==> src/rtl/ac_lockin_detector.sv <==
// rtl/ac_lockin_detector.sv - multi-channel square-wave quadrature lock-in detector
//
// Optional feature macro: AC_LOCKIN_DC_EN (adds res_dc and per-channel DC sums).
//
// Ports:
//   clk, rst_n            clock, asynchronous active-low reset
//   start, abort          run control (abort wins over everything)
//   ftw, n_settle, n_integ run setup, latched on an accepted start
//   s_valid/s_ready/s_data sample stream, channel k at s_data[k*DW +: DW]
//   res_valid/res_ready   per-channel result handshake
//   res_ch, res_i, res_q, res_ovf (, res_dc) result payload
//   busy, done            run status; done pulses after the last result
module ac_lockin_detector #(
  parameter int CH    = 2,
  parameter int DW    = 16,
  parameter int PW    = 24,
  parameter int NW    = 16,
  parameter int ACC_W = 48,
  localparam int CW   = (CH > 1) ? $clog2(CH) : 1
) (
  input  logic                 clk,
  input  logic                 rst_n,
  input  logic                 start,
  input  logic                 abort,
  input  logic [PW-1:0]        ftw,
  input  logic [NW-1:0]        n_settle,
  input  logic [NW-1:0]        n_integ,
  input  logic                 s_valid,
  output logic                 s_ready,
  input  logic [CH*DW-1:0]     s_data,
  output logic                 res_valid,
  input  logic                 res_ready,
  output logic [CW-1:0]        res_ch,
  output logic [ACC_W-1:0]     res_i,
  output logic [ACC_W-1:0]     res_q,
  output logic                 res_ovf,
  output logic                 busy,
  output logic                 done
`ifdef AC_LOCKIN_DC_EN
  ,
  output logic [ACC_W-1:0]     res_dc
`endif
);

  typedef enum logic [1:0] {S_IDLE, S_SETTLE, S_INTEG, S_OUT} state_t;

  localparam logic [ACC_W-1:0] ACC_MAX = {1'b0, {(ACC_W-1){1'b1}}};
  localparam logic [ACC_W-1:0] ACC_MIN = {1'b1, {(ACC_W-1){1'b0}}};

  state_t            state_q, state_d;
  logic [PW-1:0]     phase_q, phase_d;
  logic [PW-1:0]     ftw_q, ftw_d;
  logic [NW-1:0]     cyc_cnt_q, cyc_cnt_d;
  logic [NW-1:0]     n_settle_q, n_settle_d;
  logic [NW-1:0]     n_integ_q, n_integ_d;
  logic [ACC_W-1:0]  acc_i_q [CH];
  logic [ACC_W-1:0]  acc_i_d [CH];
  logic [ACC_W-1:0]  acc_q_q [CH];
  logic [ACC_W-1:0]  acc_q_d [CH];
  logic              ovf_q [CH];
  logic              ovf_d [CH];
  logic              res_valid_q, res_valid_d;
  logic [CW-1:0]     res_ch_q, res_ch_d;
  logic [ACC_W-1:0]  res_i_q, res_i_d;
  logic [ACC_W-1:0]  res_q_q, res_q_d;
  logic              res_ovf_q, res_ovf_d;
  logic              done_q, done_d;
`ifdef AC_LOCKIN_DC_EN
  logic [ACC_W-1:0]  acc_dc_q [CH];
  logic [ACC_W-1:0]  acc_dc_d [CH];
  logic [ACC_W-1:0]  res_dc_q, res_dc_d;
  logic [ACC_W:0]    sum_dc;
`endif

  logic              accepted;
  logic              carry;
  logic [PW-1:0]     phase_sum;
  logic              i_neg, q_neg;
  logic [ACC_W-1:0]  x_ext;
  logic [ACC_W:0]    sum_i, sum_q;
  logic [CW-1:0]     load_ch;

  // Returns {overflowed, clamped two's-complement sum}.
  function automatic logic [ACC_W:0] sat_add(input logic [ACC_W-1:0] a,
                                             input logic [ACC_W-1:0] b);
    logic [ACC_W:0] s;
    s = {a[ACC_W-1], a} + {b[ACC_W-1], b};
    if (s[ACC_W] != s[ACC_W-1]) return {1'b1, (s[ACC_W] ? ACC_MIN : ACC_MAX)};
    return {1'b0, s[ACC_W-1:0]};
  endfunction

  assign accepted           = s_valid && (state_q != S_OUT);
  assign {carry, phase_sum} = {1'b0, phase_q} + {1'b0, ftw_q};
  // I reference is a cosine-like square (negative in quadrants 1 and 2),
  // Q reference is a sine-like square (negative in quadrants 2 and 3).
  assign i_neg              = phase_q[PW-1] ^ phase_q[PW-2];
  assign q_neg              = phase_q[PW-1];

  always_comb begin
    state_d     = state_q;
    phase_d     = phase_q;
    ftw_d       = ftw_q;
    cyc_cnt_d   = cyc_cnt_q;
    n_settle_d  = n_settle_q;
    n_integ_d   = n_integ_q;
    acc_i_d     = acc_i_q;
    acc_q_d     = acc_q_q;
    ovf_d       = ovf_q;
    res_valid_d = res_valid_q;
    res_ch_d    = res_ch_q;
    res_i_d     = res_i_q;
    res_q_d     = res_q_q;
    res_ovf_d   = res_ovf_q;
    done_d      = 1'b0;
    x_ext       = '0;
    sum_i       = '0;
    sum_q       = '0;
    load_ch     = res_ch_q;
`ifdef AC_LOCKIN_DC_EN
    acc_dc_d    = acc_dc_q;
    res_dc_d    = res_dc_q;
    sum_dc      = '0;
`endif

    unique case (state_q)
      S_IDLE: begin
        // done_q high means the previous run ended on the last edge; a start
        // arriving alongside that pulse belongs to the old run and is dropped.
        if (start && !done_q) begin
          ftw_d      = ftw;
          n_settle_d = n_settle;
          n_integ_d  = (n_integ == '0) ? NW'(1) : n_integ;
          phase_d    = '0;
          cyc_cnt_d  = '0;
          for (int k = 0; k < CH; k++) begin
            acc_i_d[k] = '0;
            acc_q_d[k] = '0;
            ovf_d[k]   = 1'b0;
`ifdef AC_LOCKIN_DC_EN
            acc_dc_d[k] = '0;
`endif
          end
          state_d = (n_settle == '0) ? S_INTEG : S_SETTLE;
        end
      end

      S_SETTLE: begin
        if (accepted) begin
          phase_d = phase_sum;
          if (carry) begin
            if (cyc_cnt_q == n_settle_q - NW'(1)) begin
              cyc_cnt_d = '0;
              state_d   = S_INTEG;
            end else begin
              cyc_cnt_d = cyc_cnt_q + NW'(1);
            end
          end
        end
      end

      S_INTEG: begin
        if (accepted) begin
          phase_d = phase_sum;
          for (int k = 0; k < CH; k++) begin
            x_ext = {{(ACC_W-DW){s_data[k*DW+DW-1]}}, s_data[k*DW +: DW]};
            sum_i = sat_add(acc_i_q[k], i_neg ? -x_ext : x_ext);
            sum_q = sat_add(acc_q_q[k], q_neg ? -x_ext : x_ext);
            acc_i_d[k] = sum_i[ACC_W-1:0];
            acc_q_d[k] = sum_q[ACC_W-1:0];
            ovf_d[k]   = ovf_q[k] | sum_i[ACC_W] | sum_q[ACC_W];
`ifdef AC_LOCKIN_DC_EN
            sum_dc      = sat_add(acc_dc_q[k], x_ext);
            acc_dc_d[k] = sum_dc[ACC_W-1:0];
            ovf_d[k]    = ovf_d[k] | sum_dc[ACC_W];
`endif
          end
          if (carry) begin
            if (cyc_cnt_q == n_integ_q - NW'(1)) begin
              cyc_cnt_d = '0;
              res_ch_d  = '0;
              state_d   = S_OUT;
            end else begin
              cyc_cnt_d = cyc_cnt_q + NW'(1);
            end
          end
        end
      end

      S_OUT: begin
        // First OUT cycle loads channel 0; afterwards each handshake loads the
        // next channel directly so results stream at one per cycle.
        if (!res_valid_q) begin
          res_valid_d = 1'b1;
        end else if (res_ready) begin
          if (res_ch_q == CW'(CH-1)) begin
            res_valid_d = 1'b0;
            done_d      = 1'b1;
            state_d     = S_IDLE;
          end else begin
            load_ch  = res_ch_q + CW'(1);
            res_ch_d = load_ch;
          end
        end
        if (res_valid_d && (!res_valid_q || res_ready)) begin
          for (int k = 0; k < CH; k++) begin
            if (CW'(k) == load_ch) begin
              res_i_d   = acc_i_q[k];
              res_q_d   = acc_q_q[k];
              res_ovf_d = ovf_q[k];
`ifdef AC_LOCKIN_DC_EN
              res_dc_d  = acc_dc_q[k];
`endif
            end
          end
        end
      end

      default: state_d = S_IDLE;
    endcase

    if (abort) begin
      state_d     = S_IDLE;
      res_valid_d = 1'b0;
      done_d      = 1'b0;
    end
  end

  always_ff @(posedge clk or negedge rst_n) begin
    if (!rst_n) begin
      state_q     <= S_IDLE;
      phase_q     <= '0;
      ftw_q       <= '0;
      cyc_cnt_q   <= '0;
      n_settle_q  <= '0;
      n_integ_q   <= '0;
      res_valid_q <= 1'b0;
      res_ch_q    <= '0;
      res_i_q     <= '0;
      res_q_q     <= '0;
      res_ovf_q   <= 1'b0;
      done_q      <= 1'b0;
      for (int k = 0; k < CH; k++) begin
        acc_i_q[k] <= '0;
        acc_q_q[k] <= '0;
        ovf_q[k]   <= 1'b0;
`ifdef AC_LOCKIN_DC_EN
        acc_dc_q[k] <= '0;
`endif
      end
`ifdef AC_LOCKIN_DC_EN
      res_dc_q    <= '0;
`endif
    end else begin
      state_q     <= state_d;
      phase_q     <= phase_d;
      ftw_q       <= ftw_d;
      cyc_cnt_q   <= cyc_cnt_d;
      n_settle_q  <= n_settle_d;
      n_integ_q   <= n_integ_d;
      res_valid_q <= res_valid_d;
      res_ch_q    <= res_ch_d;
      res_i_q     <= res_i_d;
      res_q_q     <= res_q_d;
      res_ovf_q   <= res_ovf_d;
      done_q      <= done_d;
      for (int k = 0; k < CH; k++) begin
        acc_i_q[k] <= acc_i_d[k];
        acc_q_q[k] <= acc_q_d[k];
        ovf_q[k]   <= ovf_d[k];
`ifdef AC_LOCKIN_DC_EN
        acc_dc_q[k] <= acc_dc_d[k];
`endif
      end
`ifdef AC_LOCKIN_DC_EN
      res_dc_q    <= res_dc_d;
`endif
    end
  end

  assign s_ready   = (state_q != S_OUT);
  assign busy      = (state_q != S_IDLE);
  assign res_valid = res_valid_q;
  assign res_ch    = res_ch_q;
  assign res_i     = res_i_q;
  assign res_q     = res_q_q;
  assign res_ovf   = res_ovf_q;
  assign done      = done_q;
`ifdef AC_LOCKIN_DC_EN
  assign res_dc    = res_dc_q;
`endif

endmodule

==> config.mk <==
export PLATFORM = sky130hd
export DESIGN_NAME = ac_lockin_detector
export DESIGN_NICKNAME = d
export VERILOG_FILES = /design/src/rtl/ac_lockin_detector.sv
export SDC_FILE = /design/constraint.sdc
export NUM_CORES = 1
export LEC_CHECK = 0
export CELL_PAD_IN_SITES_DETAIL_PLACEMENT = 0
export CELL_PAD_IN_SITES_GLOBAL_PLACEMENT = 1
export CORE_UTILIZATION = 50
export DETAILED_ROUTE_END_ITERATION = 10
export GPL_TIMING_DRIVEN = 0
export PLACE_DENSITY_LB_ADDON = 0.1
export SYNTH_ARGS = -nofsm -noshare
export SYNTH_HDL_FRONTEND = slang
export SYNTH_SLANG_ARGS = --single-unit
export TNS_END_PERCENT = 5
==> constraint.sdc <==
create_clock -name clk -period 8.5 [get_ports clk]
set_input_delay 1.275 -clock clk [delete_from_list [all_inputs] [get_ports clk]]
set_output_delay 1.275 -clock clk [all_outputs]
set_load 0.05 [all_outputs]
# Word-level counts from Yosys, hierarchy flattened
# Index checks and enable logic that the tools add are counted.
# word_totals
out_inout_bits	102
reg_bits	392
# classes
n_eq_ne	27
n_addsub	11
n_mux	91
bitwise	5
reduce_logical	23
# op_table
operator	n
2-to-1 mux 49 bit	16
2-to-1 mux 48 bit	10
case mux 96 bit (2 select lines)	2
2-to-1 mux 96 bit	3
adder 48 x 48 -> 49 bit	4
2-to-1 mux 16 bit	8
negation 48 bit	2
2-to-1 mux 24 bit	2
case mux 16 bit (3 select lines)	1
case mux 24 bit (2 select lines)	1
equality test 16 bit	2
zero test 16 bit	2
subtractor 16 x 1 -> 16 bit, second input constant	2
2-to-1 mux 1 bit	31
inequality test 3 bit, second input constant	10
2-to-1 mux 2 bit	14
adder 24 x 24 -> 25 bit	1
adder 16 x 1 -> 16 bit, second input constant	1
inequality test 2 bit, second input constant	7
AND reduction 10 bit	1
nonzero test 2 bit	5
case mux 2 bit (4 select lines)	1
AND reduction 3 bit	2
AND reduction 6 bit	1
other kinds (17)	28

# Longest topological paths before layout
# depth
word_depth	14
depth_mapped	28
ltp_nobuf	24

# Worst setup path after synthesis
# OpenSTA, ideal clock, no wires.
# synth_timing
kind	input to register
startpoint	input port s_data[17]
endpoint	register acc_q_q[45] (netlist bit)
required_ns	8.417
setup_slack_ns	1.655
cell_stages	23
path_buffers	3
arrival_ns	6.762
path_cell_list	or3_1 -> or3_1 -> or3_4 -> or3_4 -> or3_4 -> or3_4 -> nor3_4 -> buf_6 -> inv_1 -> ha_1 -> a21oi_1 -> ha_1 -> buf_2 -> and2_1 -> and3_1 -> a22o_1 -> a31o_2 -> a311oi_2 -> o2111ai_2 -> a21oi_1 -> buf_2 -> o311ai_0 -> o21ai_0
# synth_via
elab_chain_len	12
word_cells_on_any_way	14
# synth_lines
item	line_no	source
start: declaration	30	input logic [CH*DW-1:0] s_data,
negation 48 bit	167	sum_q = sat_add(acc_q_q[k], q_neg ? -x_ext : x_ext);
2-to-1 mux 48 bit *	167	
adder 48 x 48 -> 49 bit *	87	s = {a[ACC_W-1], a} + {b[ACC_W-1], b};
inequality test 1 bit	88	if (s[ACC_W] != s[ACC_W-1]) return {1'b1, (s[ACC_W] ? ACC_MIN : ACC_MAX)};
2-to-1 mux 1 bit	88	
2-to-1 mux 1 bit	162	if (accepted) begin
2-to-1 mux 1 bit	125	unique case (state_q)
2-to-1 mux 49 bit *	89	return {1'b0, s[ACC_W-1:0]};
2-to-1 mux 49 bit *	162	
2-to-1 mux 49 bit *	125	
2-to-1 mux 96 bit *	162	
case mux 96 bit (2 select lines) *	125	
end signal: indexed assignment	268	acc_q_q[k] <= acc_q_d[k];
end: declaration	58	logic [ACC_W-1:0] acc_q_q [CH];
# Every way passes the cells marked *; elsewhere a longest branch is shown, timed or not. The select of a mux whose other input is x is not followed.
# A chain may end at the register's enable or synchronous reset.

# Worst setup path in the final report
# layout_timing
startpoint	input port s_data[16]
endpoint	register acc_q_q[44] (netlist bit)
# Same word-level chain as after synthesis.

==> flow_metrics.env <==
export IMPL_synth_cells=3946
export IMPL_cpMaxStageDelayCell="clkdlybuf4s50_1"
export IMPL_numCtsBuffers=47
export IMPL_clkTransAtPathRegs_ps=60
export IMPL_drt_iter0_markers=2835
export IMPL_cts_tree="done"
export IMPL_timing_hold_ws_ps=482
export IMPL_cts_root_buf="clkbuf_16"
export IMPL_clock_skew_ps=17.8
export IMPL_cp_slowest_stage_delay_ps=610
export IMPL_dp_cells=4990
export IMPL_cp_arrival_ps=8800
export IMPL_syn_nets=4279
export IMPL_drc=0
export IMPL_rows=92
export IMPL_use_met3_pct=4.63
export IMPL_grt_pass1_wl_mm=167
export IMPL_fin_crit_sh_pct=97.7
export IMPL_top_usage_layer="met1"
export IMPL_tightest_slew_ps=1100
export IMPL_hold_buffers=0
export IMPL_crit_path_frequent_cell="or3_1"
export IMPL_grt_usage_pct=33.5
export IMPL_rsz0062_at_grt="false"
export IMPL_finish_utilization_pct=57.9
export IMPL_synth_main_ff_cell="dfrtp_1"
export IMPL_syn2layout_area_growth_pct=14.7
export IMPL_cts_sinks=392
export IMPL_ys_types=95
export IMPL_relSlewSlack_pct=26.4
export IMPL_yosysTopAreaCell="dfrtp_1"
export IMPL_die_w_um=254
export IMPL_power_density_nw_per_um2=298
export IMPL_avgRoutedWirePerCell_um=21.6
export IMPL_fmax_mhz=120
export IMPL_clock_latency_ps=590
export IMPL_yosys_area_top_type_share_pct=30.9
export IMPL_start_util_pct=50.5
export IMPL_coreArea_um2=63000
export IMPL_overflow=0
export IMPL_status="finished, final reports clean"
export IMPL_htree_num_levels=2
export IMPL_routed_via_density=5.99
export IMPL_hold_viol=0
export IMPL_power_leakage_nw=17.1
export IMPL_fillers=5994
export IMPL_antenna_left=0
export IMPL_ios=196
export IMPL_seq_area_frac_synth_pct=30.9
export IMPL_setup_viol=0
export IMPL_synth_async_sr_flop_share_pct=100
export IMPL_grt_met2_usage_pct=49.3
export IMPL_max_cap_violations=0
export IMPL_fin_crit_ps=8310
export IMPL_fp_dieH_um=254
export IMPL_crit_fanout=10
export IMPL_antenna_found_initial=4
export IMPL_cp_required_ps=8990
export IMPL_synth_warnings=0
export IMPL_syn_area_um2=31800
export IMPL_yosys_top_cells_area="dfrtp_1 (31%), ha_1 (9.2%), nand2_1 (7.9%)"
export IMPL_grtUsageMet1_pct=50.7
export IMPL_place_gp_congestion=0.968
export IMPL_min_path_type="flop to flop"
export IMPL_crit_path_end_kind="flop"
export IMPL_drive_above_1_share_pct=4.76
export IMPL_numPortBuffers=195
export IMPL_synth_edf_count=0
export IMPL_synth_area_per_cell_um2=8.05
export IMPL_crit_type="input pin to flop"
export IMPL_crit_path_start_kind="input pin"
export IMPL_finalPower_w=0.0109
export IMPL_grt_pass1_vias=28200
export IMPL_dieArea_um2=64600
export IMPL_dr_pass1_iters=6
export IMPL_via_count=30400
export IMPL_dp_final_hpwl_mm=86.6
export IMPL_grt_max_degree=114
export IMPL_ctsLongestPathBuffers=3
export IMPL_ir_drop_uv=170
export IMPL_routed_wl_mm=109
export IMPL_synth_seq_cells=392
export IMPL_finalMaxSlewViolations=0
export IMPL_nets=4525
export IMPL_instances_no_fill=5074
-- layer usage --
metal / wire [um] / vias up
met4: 3090 / 8
li1: - / 14700
met3: 8090 / 158
met1: 52200 / 14500
met2: 46000 / 1061
met5: 63 / -
-- path summary, 6_finish.rpt --
path / from / to / slack [ps] / cells past startpoint
max: s_data[16] / acc_q_q[44] / 190 / 26
max reg2reg: phase_q[23] / acc_i_q[69] / 2440 / 18
min: res_i[12] / res_i[12] / 480 / 2
max in group asynchronous: rst_n / res_q[41] / 6350 / 3
min in group asynchronous: rst_n / ftw_q[9] / 680 / 1
min reg2reg: res_i[12] / res_i[12] / 480 / 2
-- Yosys cell counts, types with 35 or more instances --
| library cell | count |
|---|---|
| a21o_1 | 104 |
| nand2_1 | 667 |
| nor3_1 | 55 |
| a31oi_1 | 35 |
| nor2_1 | 228 |
| inv_1 | 89 |
| xor2_1 | 76 |
| a21oi_1 | 271 |
| mux2_2 | 61 |
| nand3_1 | 60 |
| dfrtp_1 | 392 |
| o21ai_0 | 481 |
| o21ai_1 | 56 |
| nand2b_1 | 45 |
| mux2i_1 | 102 |
| xnor2_1 | 197 |
| ha_1 | 234 |
| clkbuf_1 | 201 |
| nand4_1 | 59 |
-- cell usage in the layout, fill, tap and decap left out, types with 55 or more instances in the layout --
master / count
nand2_1: 667
o21ai_0: 481
dfrtp_1: 392
a21oi_1: 269
ha_1: 234
nor2_1: 228
clkbuf_1: 209
xnor2_1: 197
clkdlybuf4s50_1: 194
a21o_1: 104
mux2i_1: 102
inv_1: 89
xor2_1: 76
mux2_2: 61
nand3_1: 60
nand4_1: 59
o21ai_1: 56
nor3_1: 55
-- per-stage QoR --
stage	TNS (ps)	worst slack (ps)	area, um2
6_report	0	195	36500
5_1_grt	0	0.812	36500
4_1_cts	0	17.0	36400
3_5_place_dp	-35900	-585	34900
3_3_place_gp	-4677060	-11900	34800
2_1_floorplan	0	1660	31800
-- kinds of logic (layout without fill, tap and decap cells) --
logic type | Yosys count | in the layout | synth area share, %
other cells | 0 | 4 | 0
flops | 392 | 392 | 30.9
fa+ha+maj | 246 | 246 | 9.75
simple gates | 1317 | 1317 | 19.0
compound gates | 1230 | 1230 | 23.4
mux | 163 | 163 | 5.37
buf+inv | 323 | 601 | 4.00
xor+xnor | 275 | 275 | 7.63
-- repair_timing --
action                     in CTS  in global routing
setup endpoints to repair       0                 84
resized for setup               0                 10
buffers inserted                0                  0
-- worst max-delay path: cells and delay by family --
kind                     cells  cell delay (ps)
AND/OR/NAND/NOR             10             2700
adder cells (fa/ha/maj)      3              770
XOR/XNOR                     1              420
buffers and inverters        5             1560
AO/OA/AOI/OAI                7             2030
-- where the power goes --
group          leakage, nW  total [W]  internal, W  switching, W
clock                0.758    0.00208      0.00124      0.000843
combinational         11.0    0.00648      0.00222       0.00426
sequential            5.33    0.00232      0.00208      0.000239
-- state kept, by name, indices dropped and copies added (netlist names) --
signal      count
ftw_q          24
res_ovf         1
cyc_cnt_q      16
n_settle_q     16
n_integ_q      16
state_q         2
res_valid       1
acc_q_q        96
acc_i_q        96
res_q          48
phase_q        24
done            1
res_ch          1
ovf_q           2
res_i          48
-- area by class of cell --
class	count	area, um2	share of cell area (%)
clock buffers	63	1290	3.53
clock inverters	18	258	0.707
multi-input cells	3231	20700	56.9
inverters	90	338	0.926
flip-flops and latches	392	9810	26.9
well taps	846	1060	2.90
repair buffers	198	2040	5.59
diodes	4	10.0	0.0274
plain buffers	232	931	2.55
No activity file was read; power rests on OpenSTA's default activity.
